File: src/rtl/hazard_fwd_unit.sv
// Load-use hazard detection and EX operand-forwarding select generation for a
// 5-stage in-order pipeline, with a saturating count of load-use stall cycles.
module hazard_fwd_unit #(
  parameter int XLEN_SEL = 2
) (
  input  logic                clk,
  input  logic                reset_n,
  input  logic                id_valid,
  input  logic [4:0]          id_rs1,
  input  logic [4:0]          id_rs2,
  input  logic                id_use_rs1,
  input  logic                id_use_rs2,
  input  logic [4:0]          id_rd,
  input  logic                id_regwrite,
  input  logic                id_memread,
  input  logic                id_b_imm,
  input  logic                flush,
  output logic                stall,
  output logic [XLEN_SEL-1:0] fwd_a_sel,
  output logic [XLEN_SEL-1:0] fwd_b_sel,
  output logic                ex_valid,
  output logic [31:0]         stall_count
);

  localparam logic [XLEN_SEL-1:0] SEL_REGFILE = XLEN_SEL'(0);
  localparam logic [XLEN_SEL-1:0] SEL_EXMEM   = XLEN_SEL'(1);
  localparam logic [XLEN_SEL-1:0] SEL_MEMWB   = XLEN_SEL'(2);
  localparam logic [XLEN_SEL-1:0] SEL_IMM     = XLEN_SEL'(3);

  typedef struct packed {
    logic       valid;
    logic [4:0] rd;
    logic       regwrite;
    logic       memread;
  } slot_t;

  typedef enum logic {
    RUN,
    LU_STALL
  } state_t;

  state_t state;
  state_t next_state;
  slot_t  ex_slot;
  slot_t  mem_slot;
  slot_t  wb_slot;
  slot_t  id_slot;
  slot_t  next_ex_slot;

  logic                issue;
  logic                load_use;
  logic [XLEN_SEL-1:0] next_a_sel;
  logic [XLEN_SEL-1:0] next_b_sel;

  // A slot can feed a source only if it really writes a nonzero register.
  function automatic logic produces(input slot_t s, input logic [4:0] rs);
    return s.valid && s.regwrite && (s.rd != 5'd0) && (s.rd == rs);
  endfunction

  function automatic logic [XLEN_SEL-1:0] src_sel(input slot_t ex_s, input slot_t mem_s,
                                                  input logic [4:0] rs, input logic used);
    if (!used)                  return SEL_REGFILE;
    else if (produces(ex_s, rs))  return SEL_EXMEM;
    else if (produces(mem_s, rs)) return SEL_MEMWB;
    else                        return SEL_REGFILE;
  endfunction

  assign id_slot = '{valid: 1'b1, rd: id_rd, regwrite: id_regwrite, memread: id_memread};

  always_comb begin
    next_state = state;
    stall      = 1'b0;
    load_use   = ex_slot.memread &&
                 ((id_use_rs1 && produces(ex_slot, id_rs1)) ||
                  (id_use_rs2 && produces(ex_slot, id_rs2)));
    case (state)
      RUN: begin
        if (reset_n && id_valid && !flush && load_use) begin
          stall      = 1'b1;
          next_state = LU_STALL;
        end
      end
      LU_STALL: next_state = RUN;
      default:  next_state = RUN;
    endcase
  end

  always_comb begin
    issue        = id_valid && !stall && !flush;
    next_ex_slot = '0;
    next_a_sel   = SEL_REGFILE;
    next_b_sel   = SEL_REGFILE;
    if (issue) begin
      next_ex_slot = id_slot;
      next_a_sel   = src_sel(ex_slot, mem_slot, id_rs1, id_use_rs1);
      next_b_sel   = id_b_imm ? SEL_IMM : src_sel(ex_slot, mem_slot, id_rs2, id_use_rs2);
    end
  end

  // The WB slot tracks the retiring instruction; its result is assumed to be
  // visible in the register file by the time a later ID reads it.
  always_ff @(posedge clk) begin
    if (!reset_n) begin
      state       <= RUN;
      ex_slot     <= '0;
      mem_slot    <= '0;
      wb_slot     <= '0;
      fwd_a_sel   <= SEL_REGFILE;
      fwd_b_sel   <= SEL_REGFILE;
      stall_count <= '0;
    end else begin
      state     <= next_state;
      ex_slot   <= next_ex_slot;
      mem_slot  <= ex_slot;
      wb_slot   <= mem_slot;
      fwd_a_sel <= next_a_sel;
      fwd_b_sel <= next_b_sel;
      if (stall && (stall_count != 32'hFFFF_FFFF)) begin
        stall_count <= stall_count + 32'd1;
      end
    end
  end

  assign ex_valid = ex_slot.valid;

endmodule
File: config.mk
export PLATFORM = sky130hd
export DESIGN_NAME = hazard_fwd_unit
export DESIGN_NICKNAME = d
export VERILOG_FILES = /design/src/rtl/hazard_fwd_unit.sv
export SDC_FILE = /design/constraint.sdc
export NUM_CORES = 1
export LEC_CHECK = 0
export ABC_AREA = 0
export CAP_MARGIN = 15
export CORE_ASPECT_RATIO = 0.8
export CORE_MARGIN = 3
export CORE_UTILIZATION = 63
export CTS_CLUSTER_SIZE = 10
export DETAILED_ROUTE_END_ITERATION = 6
export DONT_BUFFER_PORTS = 1
export PLACE_DENSITY = 0.77
export SYNTH_ARGS = -nofsm -noshare
export SYNTH_HDL_FRONTEND = slang
export SYNTH_SLANG_ARGS = --single-unit
File: constraint.sdc
create_clock -name clk -period 2.26 [get_ports clk]
set_input_delay 0.452 -clock clk [delete_from_list [all_inputs] [get_ports clk]]
set_output_delay 0.452 -clock clk [all_outputs]
set_load 0.01 [all_outputs]
==> impl_metrics.csv, run 1 <==
group,metric,value,unit
critical_path,cp_data_arrival_time,1710,ps
critical_path,worstSetupPathType,"reg -> out",
logic_synthesis,yosysSeqAreaShare,39.8,%
outcome,outcome,"complete, no violations",
clocking,htreeDepth,2,
die,start_util,66.9,%
logic_synthesis,synth-simple-area-share,31.8,%
power,irDropWorstVdd,0.590,mV
route,vias,2238,
sta,grt_setup_unrepaired,"false",
route,routed_wl,5950,um
clocking,cts_tree,"done",
critical_path,worstPathCellList,"buf_4, xor2_1, nor3_2, and4_4, or2_1",
die,design.core.area,3900,um2
sta,tightest_slew,632,ps
logic_synthesis,synth_adder_area_share,0.479,%
critical_path,cp_top_family,"simple AND/OR/NAND/NOR gates",
logic_synthesis,synth.most_common_cell,"dfxtp_1",
critical_path,crit_path_top_delay_cell,"dfxtp_1",
logic_synthesis,synthMuxAreaShare,1.92,%
cells_and_area,multi_input_area,1490,um2
sta,whs,266,ps
sta,period_needed,2160,ps
clocking,numCtsBuffers,5,
sta,finalHoldViolations,0,
place,gp_congestion,0.848,
sta,tns,0,ps
route,drt_iter0_markers,126,
place,numPortBuffers,0,
clocking,cts-root-buf,"clkbuf_8",
die,rows,20,
job,drv_cap,0,
logic_synthesis,synth_edf_count,0,
critical_path,critPathMaxFanout,5,
sta,maxSlewViolCount,0,
critical_path,cp-end-kind,"primary output",
cells_and_area,antennaDiodeCount,0,
logic_synthesis,synth_flop_cell,"dfxtp_1",
cells_and_area,area.growth.synth_to_final,11.5,%
logic_synthesis,synth.cell_area,2610,um2
critical_path,start_kind,"register",
critical_path,slowest_delay,350,ps
grt,grt_pass1_vias,2020,
sta,finalSetupViolations,0,
logic_synthesis,netlist.area_leader.share,39.8,%
sta,max_slew_margin,57.9,%
logic_synthesis,synth_top_family_by_area,"simple AND/OR/NAND/NOR gates",
route,drtPass1Iterations,4,
cells_and_area,final-seq-area,1040,um2
logic_synthesis,synth_top_area_cell,"dfxtp_1",
power,p_per_area,555,nW/um2
cells_and_area,layout.nets,336,
logic_synthesis,yosysUniqueCellTypes,49,
logic_synthesis,synth_nets,312,
place,dp_hpwl,4400,um
cells_and_area,final_core_util,74.6,%
route,antenna_left,0,
logic_synthesis,synth-compound-area-share,15.0,%
grt,grt_usage,24.0,%
sta,fin_crit_sh,95.7,%
clocking,clock_latency,300,ps
logic_synthesis,ys_seq_elements,52,
power,p_leak,1.08,nW
logic_synthesis,yosysWarnings,0,
clocking,ctsLongestPathBuffers,2,
cells_and_area,n_fill_cell,303,
sta,fmax,0.462,GHz
worst_hold_path,worstHoldPathType,"in -> reg",
clocking,cts_hold_buf,0,
die,die-area,4960,um2
route,vias_per_cell,6.10,
cells_and_area,design_area,2910,um2
critical_path,worstPathRequired,1810,ps
logic_synthesis,synth_xor_area_share,7.38,%
place,placed_area,2780,um2
route,wire_per_inst,16.2,um
logic_synthesis,netlist_instances,287,
die,fp.dieW,78.0,um
grt,grt_max_degree,28,
grt,antenna_found_initial,0,
grt,grt_pass1_wl,9670,um
logic_synthesis,ys_top_cells_by_count,"dfxtp_1, a21oi_1, nand2_1, xor2_1, o21ai_1",
grt,grt_overflow_total,0,
route,drc,0,
cells_and_area,drive_above_1_share,16.3,%
clocking,cts.sinks,52,
die,top_level_ports,62,
sta,clock_skew,9.07,ps
logic_synthesis,async_flop_share,0,%
logic_synthesis,synthTopCellsByArea,"dfxtp_1, xor2_1, a21oi_1",
clocking,clkTransAtPathRegs,90,ps
die,die_y,63.6,um
logic_synthesis,syn_avg_cell_area,9.10,um2
critical_path,critPathBufInv,1,
## worst reg2reg max path: cells and delay by family (launching register included)
family | cells | cell delay, ps
AO/OA/AOI/OAI | 2 | 270
XOR/XNOR | 1 | 170
buffers and inverters | 2 | 350
flip-flops | 1 | 350
AND/OR/NAND/NOR | 3 | 890
## layer usage
metal / vias to the layer above / GRT usage (%) / share of wire [%]
li1: 1112 / - / -
met1: 1044 / 33.4 / 47
met2: 78 / 36.9 / 45
met3: 4 / 6.71 / 7.4
met4: 0 / 5.90 / 0.52
met5: - / 0 / 0
## worst paths after layout
check,startpoint,to,slack [ps],cells after the start
hold / removal,id_regwrite,ex_slot[1],270,1
setup reg to reg,ex_slot[3],stall_count[4],150,8
setup / recovery,ex_slot[3],stall,100,5
hold reg to reg,ex_slot[1],mem_slot[1],510,1
## layout make-up
type                            instances  share of cell area, %
Timing Repair Buffer                   26                   6.70
Multi-Input combinational cell        224                   51.3
Tap cell                               55                   2.36
Sequential cell                        52                   35.7
Clock buffer                            6                   2.49
Clock inverter                          2                   1.20
Inverter                                2                  0.258
## repair_timing
item	CTS	global route
buffers inserted	0	1
gates resized for setup	0	1
setup endpoints to repair	0	11
## stage by stage
step           cells  power (mW)  worst slack, ps
2_1_floorplan    287        1.00              282
3_3_place_gp     357        1.01              143
3_5_place_dp     357        1.01             68.7
4_1_cts          365        1.62             72.6
5_1_grt          367        1.67             13.4
6_report         367        1.62             97.0
## cells in the final DEF (no fill, tap or decap), types with 3 or more instances in the layout
master / Yosys / layout
o211ai_1: 3 / 3
and2_1: 16 / 16
nand4_1: 10 / 10
or4_1: 8 / 8
or3_1: 16 / 16
xor2_1: 20 / 20
and4_1: 4 / 4
dfxtp_1: 52 / 52
nand2b_1: 4 / 4
buf_4: 2 / 26
nor2_1: 11 / 11
o31ai_1: 6 / 6
nand2_1: 21 / 21
a21oi_1: 24 / 24
nand3_1: 15 / 15
mux2i_1: 5 / 5
clkbuf_8: 1 / 5
and3_1: 4 / 4
o21ai_1: 17 / 17
and4_4: 3 / 3
nor4_1: 3 / 3
## kinds of logic (layout without fill, tap and decap cells)
family                     count (synthesis)  after routing
buffers and inverters                     12             36
DFF                                       52             52
AOI/OAI and AO/OA                         62             63
muxes                                      5              5
xor gates and xnor gates                  22             22
adders and majority gates                  1              1
and+or+nand+nor                          133            133
## flip-flops by register name, summed over array words and instances, names as in the netlist
signal / cells
stall_count: 32
ex_valid: 1
fwd_b_sel: 2
ex_slot: 7
state: 1
mem_slot: 7
fwd_a_sel: 2
## report_power, final
group          leakage, nW  internal (mW)  total [mW]  switching, mW
Clock               0.0552          0.329       0.629          0.300
Sequential           0.420          0.923       0.930        0.00746
Combinational        0.604         0.0264      0.0582         0.0318
No activity file was read; power rests on OpenSTA's default activity.
==> run 2: changes to the inputs <==
--- a/config.mk
+++ b/config.mk
@@ -7,9 +7,11 @@
 export LEC_CHECK = 0
 export ABC_AREA = 0
 export CAP_MARGIN = 15
+export CELL_PAD_IN_SITES_DETAIL_PLACEMENT = 1
+export CELL_PAD_IN_SITES_GLOBAL_PLACEMENT = 1
 export CORE_ASPECT_RATIO = 0.8
 export CORE_MARGIN = 3
-export CORE_UTILIZATION = 63
+export CORE_UTILIZATION = 47
 export CTS_CLUSTER_SIZE = 10
 export DETAILED_ROUTE_END_ITERATION = 6
 export DONT_BUFFER_PORTS = 1
==> run 2 against run 1 <==
Effect of this change: clock skew fell by 1.1 ps; combinational power rose by 12%; design area rose by 2.1%; flip-flop and latch count did not move; maximum frequency fell by 1.2%; first-iteration DRC count fell by 29%; largest power group unchanged; clock power fell by 8.6%; critical endpoint unchanged; register-to-register slack improved by 20 ps; utilization fell by 17 points; die area rose by 31%; total power fell by 2.9%.
==> impl_metrics.csv, run 2 (synthesized netlist as in run 1, its figures left out) <==
group,metric,value,unit
sta,fin_crit_sh,96.9,%
die,top_level_ports,62,
route,vias,2309,
place,dp_worst_setup_slack,-9.20,ps
sta,clock_skew,7.98,ps
route,drt_iter0_markers,90,
place,gp_congestion,0.858,
grt,grt_pass1_wl,12000,um
cells_and_area,drive_above_1_share,18.8,%
sta,fmax,0.457,GHz
sta,tns,0,ps
power,irDropWorstVdd,0.219,mV
grt,grt_usage,23.7,%
outcome,outcome,"complete, no violations",
cells_and_area,regMostFlops,"stall_count",
job,drv_cap,0,
critical_path,start_kind,"register",
power,seqPwrFrac,59.3,%
cells_and_area,layout_commonest_cell,"dfxtp_1",
grt,antenna_found_initial,0,
sta,whs,265,ps
cells_and_area,largest_register_ffs,32,
die,fp.dieW,89.4,um
route,wire_per_inst,19.5,um
power,power,1.57,mW
clocking,htreeDepth,2,
clocking,ctsLongestPathBuffers,2,
sta,period_needed,2190,ps
critical_path,critPathMaxFanout,6,
clocking,clock_latency,300,ps
cells_and_area,area.growth.synth_to_final,13.9,%
critical_path,cp_data_arrival_time,1740,ps
place,numPortBuffers,0,
power,intPower,1.22,mW
sta,finalHoldViolations,0,
sta,maxSlewViolCount,0,
power,p_leak,1.11,nW
grt,grt_pass1_vias,2377,
cells_and_area,design_area,2980,um2
critical_path,worstSetupPathType,"reg -> out",
sta,grt_setup_unrepaired,"false",
die,die_y,72.7,um
sta,max_slew_margin,54.8,%
power,p_per_area,528,nW/um2
power,clkPwrFrac,36.6,%
grt,grt_overflow_total,0,
power,p_switching,0.346,mW
die,die-area,6490,um2
place,dp_hpwl,5400,um
sta,tightest_slew,678,ps
sta,finalSetupViolations,0,
place,placed_area,2840,um2
route,vias_per_cell,6.06,
clocking,clkTransAtPathRegs,90,ps
route,drc,0,
clocking,cts_tree,"done",
cells_and_area,stdcell_count,381,
cells_and_area,reg_top3,"stall_count (32), ex_slot (7), mem_slot (7)",
critical_path,worstPathRequired,1810,ps
place,dp.cells,370,
grt,grt_max_degree,19,
clocking,cts.sinks,52,
die,rows,23,
power,switching_share,22.0,%
die,start_util,50.4,%
cells_and_area,antennaDiodeCount,0,
cells_and_area,final_core_util,57.4,%
die,design.core.area,5180,um2
cells_and_area,final_cell_mix,"dfxtp_1, buf_4, a21oi_1",
power,p_comb_share,4.1,%
route,antenna_left,0,
clocking,cts-root-buf,"clkbuf_8",
worst_hold_path,worstHoldPathType,"in -> reg",
cells_and_area,layout.nets,344,
sta,finalWorstSetupSlack,69.9,ps
critical_path,cp-end-kind,"primary output",
clocking,numCtsBuffers,5,
cells_and_area,n_fill_cell,617,
route,drtPass1Iterations,4,
route,routed_wl,7440,um
[run 2: cell count changes in the layout (fill, tap and decap cells not counted), sizes merged]
cell	previous run	this run
bufinv	1	0
o21ai	19	20
clkinv	2	1
clkbuf	6	7
buf	26	33
[run 2: repair_timing]
item	4_1_cts	5_1_grt
pin swaps	1	1
hold buffers	0	0
buffers inserted	0	2
gates resized for setup	0	3
gates cloned	1	1
setup endpoints to repair	2	4
[run 2: area by class of cell]
type,instances,area (um2),area share (%)
Inverter,2,7.51,0.252
Multi-Input combinational cell,225,1500,50.5
Timing Repair Buffer,33,248,8.33
Clock buffer,7,96.3,3.24
Tap cell,62,77.6,2.61
Sequential cell,52,1040,35.0
[run 2: layer usage]
metal | global-route usage (%) | wire, um | vias to the layer above
li1 | - | - | 1128
met1 | 31.7 | 3480 | 1117
met2 | 38.7 | 3450 | 55
met3 | 5.64 | 419 | 9
met4 | 6.12 | 87 | 0
met5 | 0 | 0 | -
[run 2: power groups by stage]
| stage | Clock [mW] | Sequential (mW) | Combinational [mW] |
|---|---|---|---|
| after floorplan | 0 | 0.951 | 0.0513 |
| after global placement | 0 | 0.951 | 0.0618 |
| after detailed placement | 0 | 0.952 | 0.0635 |
| after CTS | 0.579 | 0.930 | 0.0647 |
| after global routing | 0.620 | 0.932 | 0.0716 |
| final | 0.575 | 0.930 | 0.0649 |
[run 2: worst max-delay path, cell delays in order, from the launching register on]
cell and delay (ps):
dfxtp_1 350, buf_4 150, xor2_1 160, nor2_1 250
and4_4 330, or2_1 190
[run 2: final timing paths]
kind / start / to / slack, ps / cells past startpoint
worst min-delay path: id_memread / ex_slot[0] / 260 / 1
worst min register to register: ex_slot[1] / mem_slot[1] / 500 / 1
worst max-delay path: ex_slot[3] / stall / 70 / 5
worst max register to register: ex_slot[4] / stall_count[0] / 170 / 6
